===== src/rtl/tqvp_meiniki_waveforms_pkg.sv =====
// tqvp_meiniki_waveforms_pkg: shared draw FSM states, register map and SSD1306 byte constants
package tqvp_meiniki_waveforms_pkg;
  typedef enum logic [2:0] {S_IDLE, S_ADDR_CMD, S_ADDR_PG0, S_ADDR_PG1, S_PIXEL, S_NEXT_CH} draw_state_t;
  localparam logic [3:0] ADDR_SPI = 4'h0;
  localparam logic [3:0] ADDR_CFG = 4'h1;
  localparam logic [3:0] ADDR_CHMASK = 4'h2;
  localparam logic [3:0] ADDR_SDIV = 4'h3;
  localparam logic [3:0] ADDR_CTRL = 4'h4;
  localparam logic [3:0] ADDR_TRIG = 4'h5;
  localparam logic [3:0] ADDR_STATUS = 4'h8;
  localparam logic [7:0] CMD_PAGE_ADDR = 8'h22;
  localparam logic [7:0] PX_HIGH = 8'h80;
  localparam logic [7:0] PX_LOW = 8'h01;
  // Lowest set bit of mask at or above from; 8 means none.
  function automatic logic [3:0] next_ch(input logic [7:0] mask, input logic [3:0] from);
    logic [3:0] r;
    r = 4'd8;
    for (int i = 7; i >= 0; i--) if (mask[i] && 4'(i) >= from) r = 4'(i);
    return r;
  endfunction
endpackage


===== src/rtl/tqvp_meiniki_spi_byte_tx.sv =====
// tqvp_meiniki_spi_byte_tx: MSB-first SPI byte transmitter, 16 half-bit phases of presc+1 clocks
// Ports: clk, rst_n (async, active-low); presc, start, byte_in in; sck, mosi, busy, done (1-cycle) out.
module tqvp_meiniki_spi_byte_tx #(
  parameter bit CPOL = 1'b0
) (
  input  logic       clk,
  input  logic       rst_n,
  input  logic [3:0] presc,
  input  logic       start,
  input  logic [7:0] byte_in,
  output logic       sck,
  output logic       mosi,
  output logic       busy,
  output logic       done
);
  logic [3:0] div, ph;
  logic [7:0] sh;
  logic adv;
  assign adv = busy && div == presc;
  assign mosi = busy && sh[7];
  always_ff @(posedge clk or negedge rst_n)
    if (!rst_n) begin
      busy <= 1'b0;
      done <= 1'b0;
      sck <= CPOL;
      div <= '0;
      ph <= '0;
      sh <= '0;
    end else begin
      done <= adv && ph == 4'd15;
      if (start && !busy) begin
        busy <= 1'b1;
        sh <= byte_in;
        div <= '0;
        ph <= '0;
        sck <= CPOL;
      end else if (busy) begin
        div <= adv ? 4'd0 : div + 4'd1;
        if (adv) begin
          ph <= ph + 4'd1;
          sck <= ph == 4'd15 ? CPOL : ~sck;
          if (ph[0]) sh <= {sh[6:0], 1'b0};
          if (ph == 4'd15) busy <= 1'b0;
        end
      end
    end
endmodule


===== src/rtl/tqvp_meiniki_waveforms_mc.sv =====
// tqvp_meiniki_waveforms_mc: multi-channel sampler that plots each channel to its own SSD1306 page over SPI
// Ports: clk, rst_n (async, active-low); ui_in sampled pins; uo_out {DC,CS_N,MOSI,SCK} at [4:1];
//        address/data_write/data_in TinyQV write bus; data_out combinational read of STATUS.
// Optional: define WAVEFORMS_TRIGGER_EN to add the edge trigger register (0x5) and STATUS[7]=armed.
module tqvp_meiniki_waveforms_mc
  import tqvp_meiniki_waveforms_pkg::*;
#(
  parameter int NUM_CH = 4,
  parameter int PAGE_BASE = 0,
  parameter bit CPOL = 1'b0,
  parameter int SDIV_W = 8
) (
  input  logic       clk,
  input  logic       rst_n,
  input  logic [7:0] ui_in,
  output logic [7:0] uo_out,
  input  logic [3:0] address,
  input  logic       data_write,
  input  logic [7:0] data_in,
  output logic [7:0] data_out
);
  draw_state_t state, state_n;
  logic [3:0] presc, first_ch, nxt_ch;
  logic dc_cfg, cs_cfg, run, stop_req, overrun, pending, issued, armed;
  logic [NUM_CH-1:0] chmask, fmask;
  logic [SDIV_W-1:0] sdiv, dcnt;
  logic [2:0] cur_ch, px_idx, scnt;
  logic [7:0][7:0] sh, sh_n, fbuf;
  logic [7:0] smp, tx_byte, status;
  logic tx_start, tx_busy, tx_done, tx_sck, tx_mosi;
  logic idle, cpu_spi, ctrl_wr, do_start, do_stop, stop_now, tick, capture, blk_done;
  logic frame_go, frame_end, pend_clr;
  logic unused_in;
  assign unused_in = ^ui_in;
  assign idle = state == S_IDLE && !tx_busy;
  assign cpu_spi = data_write && address == ADDR_SPI && idle;
  assign ctrl_wr = data_write && address == ADDR_CTRL;
  assign do_stop = ctrl_wr && data_in[1];
  assign do_start = ctrl_wr && data_in[0] && !data_in[1];
  // A stop requested mid-frame lands on the frame's last cycle so no block can sneak in afterwards.
  assign stop_now = (do_stop && state == S_IDLE) || ((stop_req || do_stop) && frame_end);
  assign smp = 8'(ui_in[NUM_CH-1:0]);
  assign first_ch = next_ch(8'(chmask), 4'd0);
  assign nxt_ch = next_ch(8'(fmask), {1'b0, cur_ch} + 4'd1);
  // A CPU byte issued this cycle takes the transmitter; the pending frame waits for its done.
  assign frame_go = state == S_IDLE && pending && !tx_busy && !cpu_spi;
  assign frame_end = state == S_NEXT_CH && nxt_ch[3];
  assign pend_clr = (frame_go && chmask == '0) || frame_end;
  assign tick = run && dcnt == sdiv;
  assign blk_done = capture && scnt == 3'd7;
  always_comb for (int i = 0; i < 8; i++) sh_n[i] = {sh[i][6:0], smp[i]};
`ifdef WAVEFORMS_TRIGGER_EN
  logic [2:0] trig_ch;
  logic trig_edge, trig_en, prev;
  // Capture opens on the first tick where the selected pin moved to the chosen level since the last tick.
  assign capture = tick && (!armed || (ui_in[trig_ch] == trig_edge && prev != trig_edge));
  always_ff @(posedge clk or negedge rst_n)
    if (!rst_n) begin
      {trig_en, trig_edge, trig_ch} <= '0;
      armed <= 1'b0;
      prev <= 1'b0;
    end else begin
      if (data_write && address == ADDR_TRIG) {trig_en, trig_edge, trig_ch} <= data_in[4:0];
      prev <= do_start || tick ? ui_in[trig_ch] : prev;
      armed <= do_start ? trig_en : (!run || capture) ? 1'b0 : armed;
    end
`else
  assign armed = 1'b0;
  assign capture = tick;
`endif
  always_comb begin
    state_n = state;
    tx_start = 1'b0;
    tx_byte = data_in;
    case (state)
      S_IDLE: begin
        tx_start = cpu_spi;
        if (frame_go && chmask != '0) state_n = S_ADDR_CMD;
      end
      S_ADDR_CMD: begin
        tx_byte = CMD_PAGE_ADDR;
        tx_start = !issued;
        if (tx_done) state_n = S_ADDR_PG0;
      end
      S_ADDR_PG0, S_ADDR_PG1: begin
        tx_byte = 8'(PAGE_BASE) + 8'(cur_ch);
        tx_start = !issued;
        if (tx_done) state_n = state == S_ADDR_PG0 ? S_ADDR_PG1 : S_PIXEL;
      end
      S_PIXEL: begin
        tx_byte = fbuf[cur_ch][~px_idx] ? PX_HIGH : PX_LOW;
        tx_start = !issued;
        if (tx_done && px_idx == 3'd7) state_n = S_NEXT_CH;
      end
      S_NEXT_CH: state_n = nxt_ch[3] ? S_IDLE : S_ADDR_CMD;
      default: state_n = S_IDLE;
    endcase
  end
  always_ff @(posedge clk or negedge rst_n)
    if (!rst_n) state <= S_IDLE;
    else state <= state_n;
  always_ff @(posedge clk or negedge rst_n)
    if (!rst_n) begin
      presc <= 4'd4;
      dc_cfg <= 1'b0;
      cs_cfg <= 1'b1;
      chmask <= '1;
      fmask <= '1;
      sdiv <= '0;
      dcnt <= '0;
      run <= 1'b0;
      stop_req <= 1'b0;
      overrun <= 1'b0;
      pending <= 1'b0;
      issued <= 1'b0;
      cur_ch <= '0;
      px_idx <= '0;
      scnt <= '0;
      sh <= '0;
      fbuf <= '0;
    end else begin
      issued <= tx_start ? 1'b1 : tx_done ? 1'b0 : issued;
      if (data_write && address == ADDR_CFG && idle) {cs_cfg, dc_cfg, presc} <= data_in[5:0];
      if (data_write && address == ADDR_CHMASK) chmask <= data_in[NUM_CH-1:0];
      if (data_write && address == ADDR_SDIV) sdiv <= SDIV_W'(data_in);
      run <= stop_now ? 1'b0 : do_start ? 1'b1 : run;
      stop_req <= (stop_now || do_start) ? 1'b0 : do_stop ? 1'b1 : stop_req;
      dcnt <= (!run || do_start || tick) ? '0 : dcnt + SDIV_W'(1);
      scnt <= do_start ? 3'd0 : capture ? scnt + 3'd1 : scnt;
      if (capture) sh <= sh_n;
      if (blk_done && !pending) fbuf <= sh_n;
      overrun <= do_start ? 1'b0 : (blk_done && pending) ? 1'b1 : overrun;
      pending <= (blk_done && !pending) ? 1'b1 : pend_clr ? 1'b0 : pending;
      if (frame_go) begin
        fmask <= chmask;
        cur_ch <= first_ch[2:0];
      end else if (state == S_NEXT_CH && !nxt_ch[3]) cur_ch <= nxt_ch[2:0];
      if (state == S_PIXEL && tx_done) px_idx <= px_idx + 3'd1;
    end
  tqvp_meiniki_spi_byte_tx #(.CPOL(CPOL)) u_tx (
    .clk(clk),
    .rst_n(rst_n),
    .presc(presc),
    .start(tx_start),
    .byte_in(tx_byte),
    .sck(tx_sck),
    .mosi(tx_mosi),
    .busy(tx_busy),
    .done(tx_done)
  );
  assign status = {armed, cur_ch, pending, overrun, run, idle};
  assign data_out = address == ADDR_STATUS ? status : 8'h00;
  assign uo_out = {3'b000, state == S_IDLE ? dc_cfg : state == S_PIXEL,
                   cs_cfg & ~(tx_busy | (state != S_IDLE)), tx_mosi, tx_sck, 1'b0};
endmodule


===== config.mk =====
export PLATFORM = sky130hd
export DESIGN_NAME = tqvp_meiniki_waveforms_mc
export DESIGN_NICKNAME = d
export VERILOG_FILES = /design/src/rtl/tqvp_meiniki_waveforms_pkg.sv /design/src/rtl/tqvp_meiniki_spi_byte_tx.sv /design/src/rtl/tqvp_meiniki_waveforms_mc.sv
export SDC_FILE = /design/constraint.sdc
export NUM_CORES = 1
export LEC_CHECK = 0
export ABC_AREA = 1
export CAP_MARGIN = 20
export CORE_MARGIN = 4
export CORE_UTILIZATION = 55
export CTS_BUF_LIST = sky130_fd_sc_hd__clkbuf_16
export CTS_CLUSTER_DIAMETER = 30
export CTS_CLUSTER_SIZE = 14
export DETAILED_ROUTE_END_ITERATION = 12
export PLACE_DENSITY = 0.75
export SLEW_MARGIN = 10
export SYNTH_ARGS = -nofsm -noshare
export SYNTH_HDL_FRONTEND = slang
export SYNTH_HIERARCHICAL = 1
export SYNTH_SLANG_ARGS = --single-unit

===== constraint.sdc =====
create_clock -name clk -period 3.3 [get_ports clk]
set_input_delay 0.495 -clock clk [delete_from_list [all_inputs] [get_ports clk]]
set_output_delay 0.495 -clock clk [all_outputs]
set_load 0.02 [all_outputs]

---- After elaboration in Yosys (flattened, before gate mapping) ----
Index checks and enable logic that the tools add are counted.
cells by class
  multiplexer cells ....................... 57
  shifts and indexed selects .............. 0
  add/sub/neg operators ................... 6
  divide/modulo/power cells ............... 0
  bitwise operators ....................... 5
  equal/unequal tests ..................... 19
  order comparisons ....................... 6
  multiply operators ...................... 0
  reduce and logical (&&, ||, !) cells .... 67
operators by type and width
  operator               number
  $mux W8                7
  $mux W4                10
  $mux W3                12
  $logic_and A1 B1 Y1    34
  $bmux W8 S3            1
  $pmux W8 S3            1
  $mux W1                21
  $reduce_bool A2 Y1     10
  $pmux W3 S5            1
  $eq A3 B3 Y1 const B   4
  $add A4 B1 Y4 const B  2
  $add A8 B1 Y8 const B  1
  $eq A4 B2 Y1 const B   2
  $eq A4 B4 Y1 const B   2
  $eq A8 B8 Y1           1
  $ge A1 B4 Y1 const A   2
  $ge A2 B4 Y1 const A   2
  $logic_not A4 Y1       2
  $lt A3 B4 Y1 const B   2
  $logic_not A1 Y1       7
  $mux W7                1
  $add A3 B1 Y3 const B  2
  $eq A3 B2 Y1 const B   2
  $logic_or A1 B1 Y1     6
  22 further kinds       25
storage, ports and cells
  ROM bits ................................ 0
  flip-flop bits (word level) ............. 126
  RAM bits ................................ 0
  bits of input ports ..................... 23
  memories kept ........................... 0
  word-level logic and storage cells ...... 190
  latch bits .............................. 0

---- Logic depth before layout (Yosys ltp) ----
  depth after elaboration ................. 12
  mapped depth ............................ 15
  gate-level depth less buffers ........... 14

---- Modules after synthesis ----
Netlist, hierarchy kept.
by module, submodules not included
  module                     area each (um2)  times used  seq. area each (um2)  cells an instance
  tqvp_meiniki_waveforms_mc  5157.4           1           2638.8                649
  tqvp_meiniki_spi_byte_tx   1051.0           1           475.5                 135

---- Worst setup path before layout ----
No wires, ideal clock.
  path type ............................... register to register
  start ................................... reg state[1]
  end ..................................... reg u_tx.ph[2]
  data arrival time ....................... 1.876 ns
  path buffers ............................ 2
  setup time .............................. 0.121 ns
  cell stages (with the launch flop) ...... 14
  setup slack ............................. 1.303 ns
  period minus slack after synthesis ...... 1.997 ns
  cells stage by stage .................... dfrtp_1 -> nor2_2 -> inv_1 -> nor2_1 -> inv_1 -> nand3_2 -> inv_1 -> o22ai_1 -> inv_1 -> or2_1 -> buf_6 -> buf_6 -> nand3_1 -> o21ai_1
on the way
  longest elaborated chain between the ends .. 7
  elaborated cells on any way between the ends .. 14
  those cells by class .................... 4 x eq/ne; 2 x mux; 8 x reduce/logical
ends and longest elaborated chain
  element                                                                   line                              text
  start: declaration                                                        tqvp_meiniki_waveforms_mc.sv:22   draw_state_t state, state_n;
  start signal: assignment                                                  tqvp_meiniki_waveforms_mc.sv:101  else state <= state_n;
  parallel branches: the longest is 3 deep, another holds $reduce_or A4 Y1  -
  $pmux W1 S2 (*)                                                           tqvp_meiniki_waveforms_mc.sv:75   case (state)
  net tx_start                                                              tqvp_meiniki_waveforms_mc.sv:30   logic tx_start, tx_busy, tx_done, tx_sck, tx_mosi;
  $logic_and A1 B1 Y1 (*)                                                   tqvp_meiniki_spi_byte_tx.sv:31    if (start && !busy) begin
  $reduce_bool A2 Y1 (no source line)                                       -
  $reduce_and A2 Y1 (no source line)                                        -
  end signal: assignment                                                    tqvp_meiniki_spi_byte_tx.sv:40    ph <= ph + 4'd1;
  end: declaration                                                          tqvp_meiniki_spi_byte_tx.sv:16    logic [3:0] div, ph;
Mark *: on every way through the listed nets, which the timed path passes.
A chain may end at the register's enable or synchronous reset.

---- Worst setup path after layout ----
  start ................................... in address[1]
  end ..................................... out data_out[3]
on the way
  longest elaborated chain between the ends .. 2
ends and longest elaborated chain
  element             line                              text
  start: declaration  tqvp_meiniki_waveforms_mc.sv:17   input logic [3:0] address,
  $eq A4 B4 Y1        tqvp_meiniki_waveforms_mc.sv:152  assign data_out = address == ADDR_STATUS ? status : 8'h00;
  $mux W7             tqvp_meiniki_waveforms_mc.sv:152
  end: declaration    tqvp_meiniki_waveforms_mc.sv:20   output logic [7:0] data_out
Every way passes these cells.

==> summary.md <==
| Metric | Value |
|---|---|
| Antenna violations before repair | 0 |
| CTS tree | yes |
| Clk_skew | 0.006761 ns |
| Vias per cell | 5.362 |
| Worst-path maximum fanout | 6 |
| Async SR Flop Fraction | 100.0% |
| TritonCTS Buffers | 17 |
| Dpl hpwl | 9088 µm |
| Seq/Total Area, Yosys | 50.16% |
| Period minus WS final | 2.957 ns |
| Met1 Wirelength | 6248 µm |
| Clock slew seen by the registers of the worst setup and hold paths | 0.05 ns |
| 1st-pass router iterations | 5 |
| Maxcap violations | 0 |
| # diodes | 0 |
| Antenna viol nets, final | 0 |
| Max VDD drop | 483.0 µV |
| Worst-Margin Slew | 0.8911 ns |
| Initial drt markers | 381 |
| Met3 routed WL | 662 µm |
| Crit path kind | in -> out |
| Root Buffer | clkbuf_16 |
| Post-DR wirelength/cell | 14.21 µm |
| Sink Count | 124 |
| Die area | 13050 µm² |
| Top routing layer used | met4 |
| Clock Latency Late Sink | 0.42 ns |
| Slowest cell on crit path | clkdlybuf4s50_1 |
| Critical Path RT | 2.80 ns |
| Post_cts resized | 0 |
| Wire length on met2 | 6364 µm |
| Leading cell type in the layout, fill and taps excluded | nand2_1 |
| Power per cell area | 537.2 nW/µm² |
| Mapped Area | 6208 µm² |
| Post-CTS setup buffer count | 0 |
| Fillcell total | 956 |
| Number of synthesized flops with an enable pin | 0 |
| GP Congestion | 0.9221 |
| Synth top area cells | dfrtp_1, nand2_1, nand3_1 |
| RSZ-0062 raised after global routing | false |
| Crit share post-route | 89.60% |
| Net count reported at finish | 832 |
| Yosys top cell by area | dfrtp_1 |
| Grt total ovfl | 0 |
| Layout Area Growth over Synthesis | 11.91% |
| Ys Warns | 6 |
| Hold Violations, Final | 0 |
| Max H-tree Level | 4 |
| Multi-input gate area | 2545 µm² |
| Largest net degree at the start of global routing | 64 |
| Placeable Area | 10940 µm² |
| Arrival @ worst endpoint | 2.46 ns |
| Static leakage | 3.516 nW |
| Clk buf depth | 2 |
| Post-Synthesis Cells | 784 |
| Synth cell types | 36 |
| Most frequent cells in the layout | nand2_1, dfrtp_1, inv_1 |
| Share of layout cells above drive strength 1 | 6.871% |
| Top cell type's share of synthesized area | 46.35% |
| Worst R2R Path Depth | 14 |
| Drt total wl | 13570 µm |
| I/O pin cnt | 39 |
| Die H | 114.2 µm |
| Reg area | 3114 µm² |
| HP Class | in -> async |
| Setup crit start kind | input port |
| Post-CTS Hold Buffers | 0 |
| Rows | 38 |
| Pwr Total | 0.003732 W |
| First-pass GRT wire length | 23780 µm |
| Mean Syn Cell Area | 7.919 µm² |
| Relative slew slack | 40.53% |
| Status | finished clean |
| Critical Path, Cell by Cell | clkdlybuf4s50_1 > nor2_1 > nand3_1 > nor2_1 > clkdlybuf4s50_1 |
| CP Capture Type | output pin |
| IO buf count | 28 |
| Main synth FF type | dfrtp_1 |
| Die W | 114.2 µm |
| Vias in the first global route | 5022 |
| Max-slew violation count | 0 |
| #FFs+latches synth | 124 |
| FMAX | 338.2 MHz |
| Fin Setup TNS | 0 ns |
| Worst path max stage delay | 0.64 ns |
| Drc violations | 0 |
| Initial core utilization | 56.77% |
| GRT Util Overall | 23.00% |
| Endpoints failing setup | 0 |
| DR vias | 5121 |
-- registers in the layout, indices dropped and copies added (netlist names), 4 cells and up --
signal    flops
u_tx/sh       8
fbuf         32
presc         4
u_tx/ph       4
u_tx/div      4
sdiv          8
dcnt          8
sh           28
chmask        4
-- worst paths after layout --
| check | slack (ns) | start | endpoint |
|---|---|---|---|
| max | 0.34 | address[1] | data_out[3] |
| min | 0.16 | rst_n | dcnt[3] |
| max reg2reg | 0.60 | state[1] | u_tx/sh[3] |
| min reg2reg | 0.47 | fbuf[10] | fbuf[10] |
| max in group asynchronous | 2.30 | rst_n | chmask[0] |
| min in group clk | 0.47 | fbuf[10] | fbuf[10] |
-- critical path, delay by kind of cell --
| kind | cells | cell delay, ns |
|---|---|---|
| buffers and inverters | 2 | 1.11 |
| AND/OR/NAND/NOR | 3 | 0.85 |
-- area by class of cell --
cell class | instances | share of cell area, %
Clock buffer | 17 | 6.123
Sequential cell | 124 | 44.82
Multi-Input combinational cell | 546 | 36.63
Clock inverter | 15 | 0.8644
Inverter | 80 | 4.322
Tap cell | 140 | 2.521
Timing Repair Buffer | 33 | 4.718
-- per-stage QoR --
stage	setup WS (ns)	utilization [%]	instances	hold slack [ns]	cell area [µm²]
3_5_place_dp	0.3705	59.10	923	0.4601	6462
3_3_place_gp	0.3897	59.10	923	0.4549	6462
6_report	0.3431	63.54	955	0.1615	6948
2_1_floorplan	1.303	-	789	0.1994	6227
5_1_grt	0.2496	63.54	955	0.2147	6948
4_1_cts	0.3497	63.54	955	0.1839	6948
-- synth_stat cells, types with 2 or more instances --
cell type	number
nor2_2	3
nand3_1	61
nand2_1	277
clkbuf_1	8
a21oi_1	6
mux2_2	2
clkinv_1	4
o22ai_1	4
nor2_1	53
o211ai_1	2
nand4_1	41
o21ai_1	11
buf_2	10
nor3_1	5
dfrtp_1	115
ha_1	7
nor2_4	2
inv_1	71
nand3b_1	3
nand2_2	3
dfstp_2	9
or2_1	4
buf_4	11
o21ai_0	36
xor2_1	7
buf_6	9
xnor2_1	4
a21oi_2	2
inv_2	5
nand3_2	3
-- metal layers --
metal	up-vias	GRT usage, %
met5	-	0
met4	0	10.06
met3	25	5.708
met2	126	35.95
met1	2440	30.53
li1	2530	-
-- cell families after synthesis --
| logic type | Yosys count | share of synthesized area, % |
|---|---|---|
| fa+ha+maj | 7 | 1.411 |
| buf+inv | 119 | 9.150 |
| flops | 124 | 50.16 |
| compound gates | 64 | 5.582 |
| other cells | 1 | 0.06040 |
| mux | 2 | 0.3627 |
| simple gates | 456 | 31.72 |
| xor+xnor | 11 | 1.552 |
-- power by group --
group | switching (W) | internal [W]
logic | 0.000251 | 0.000138
registers | 0.000118 | 0.00168
clock network | 0.000629 | 0.000916
(Power assumes the default switching activity.)
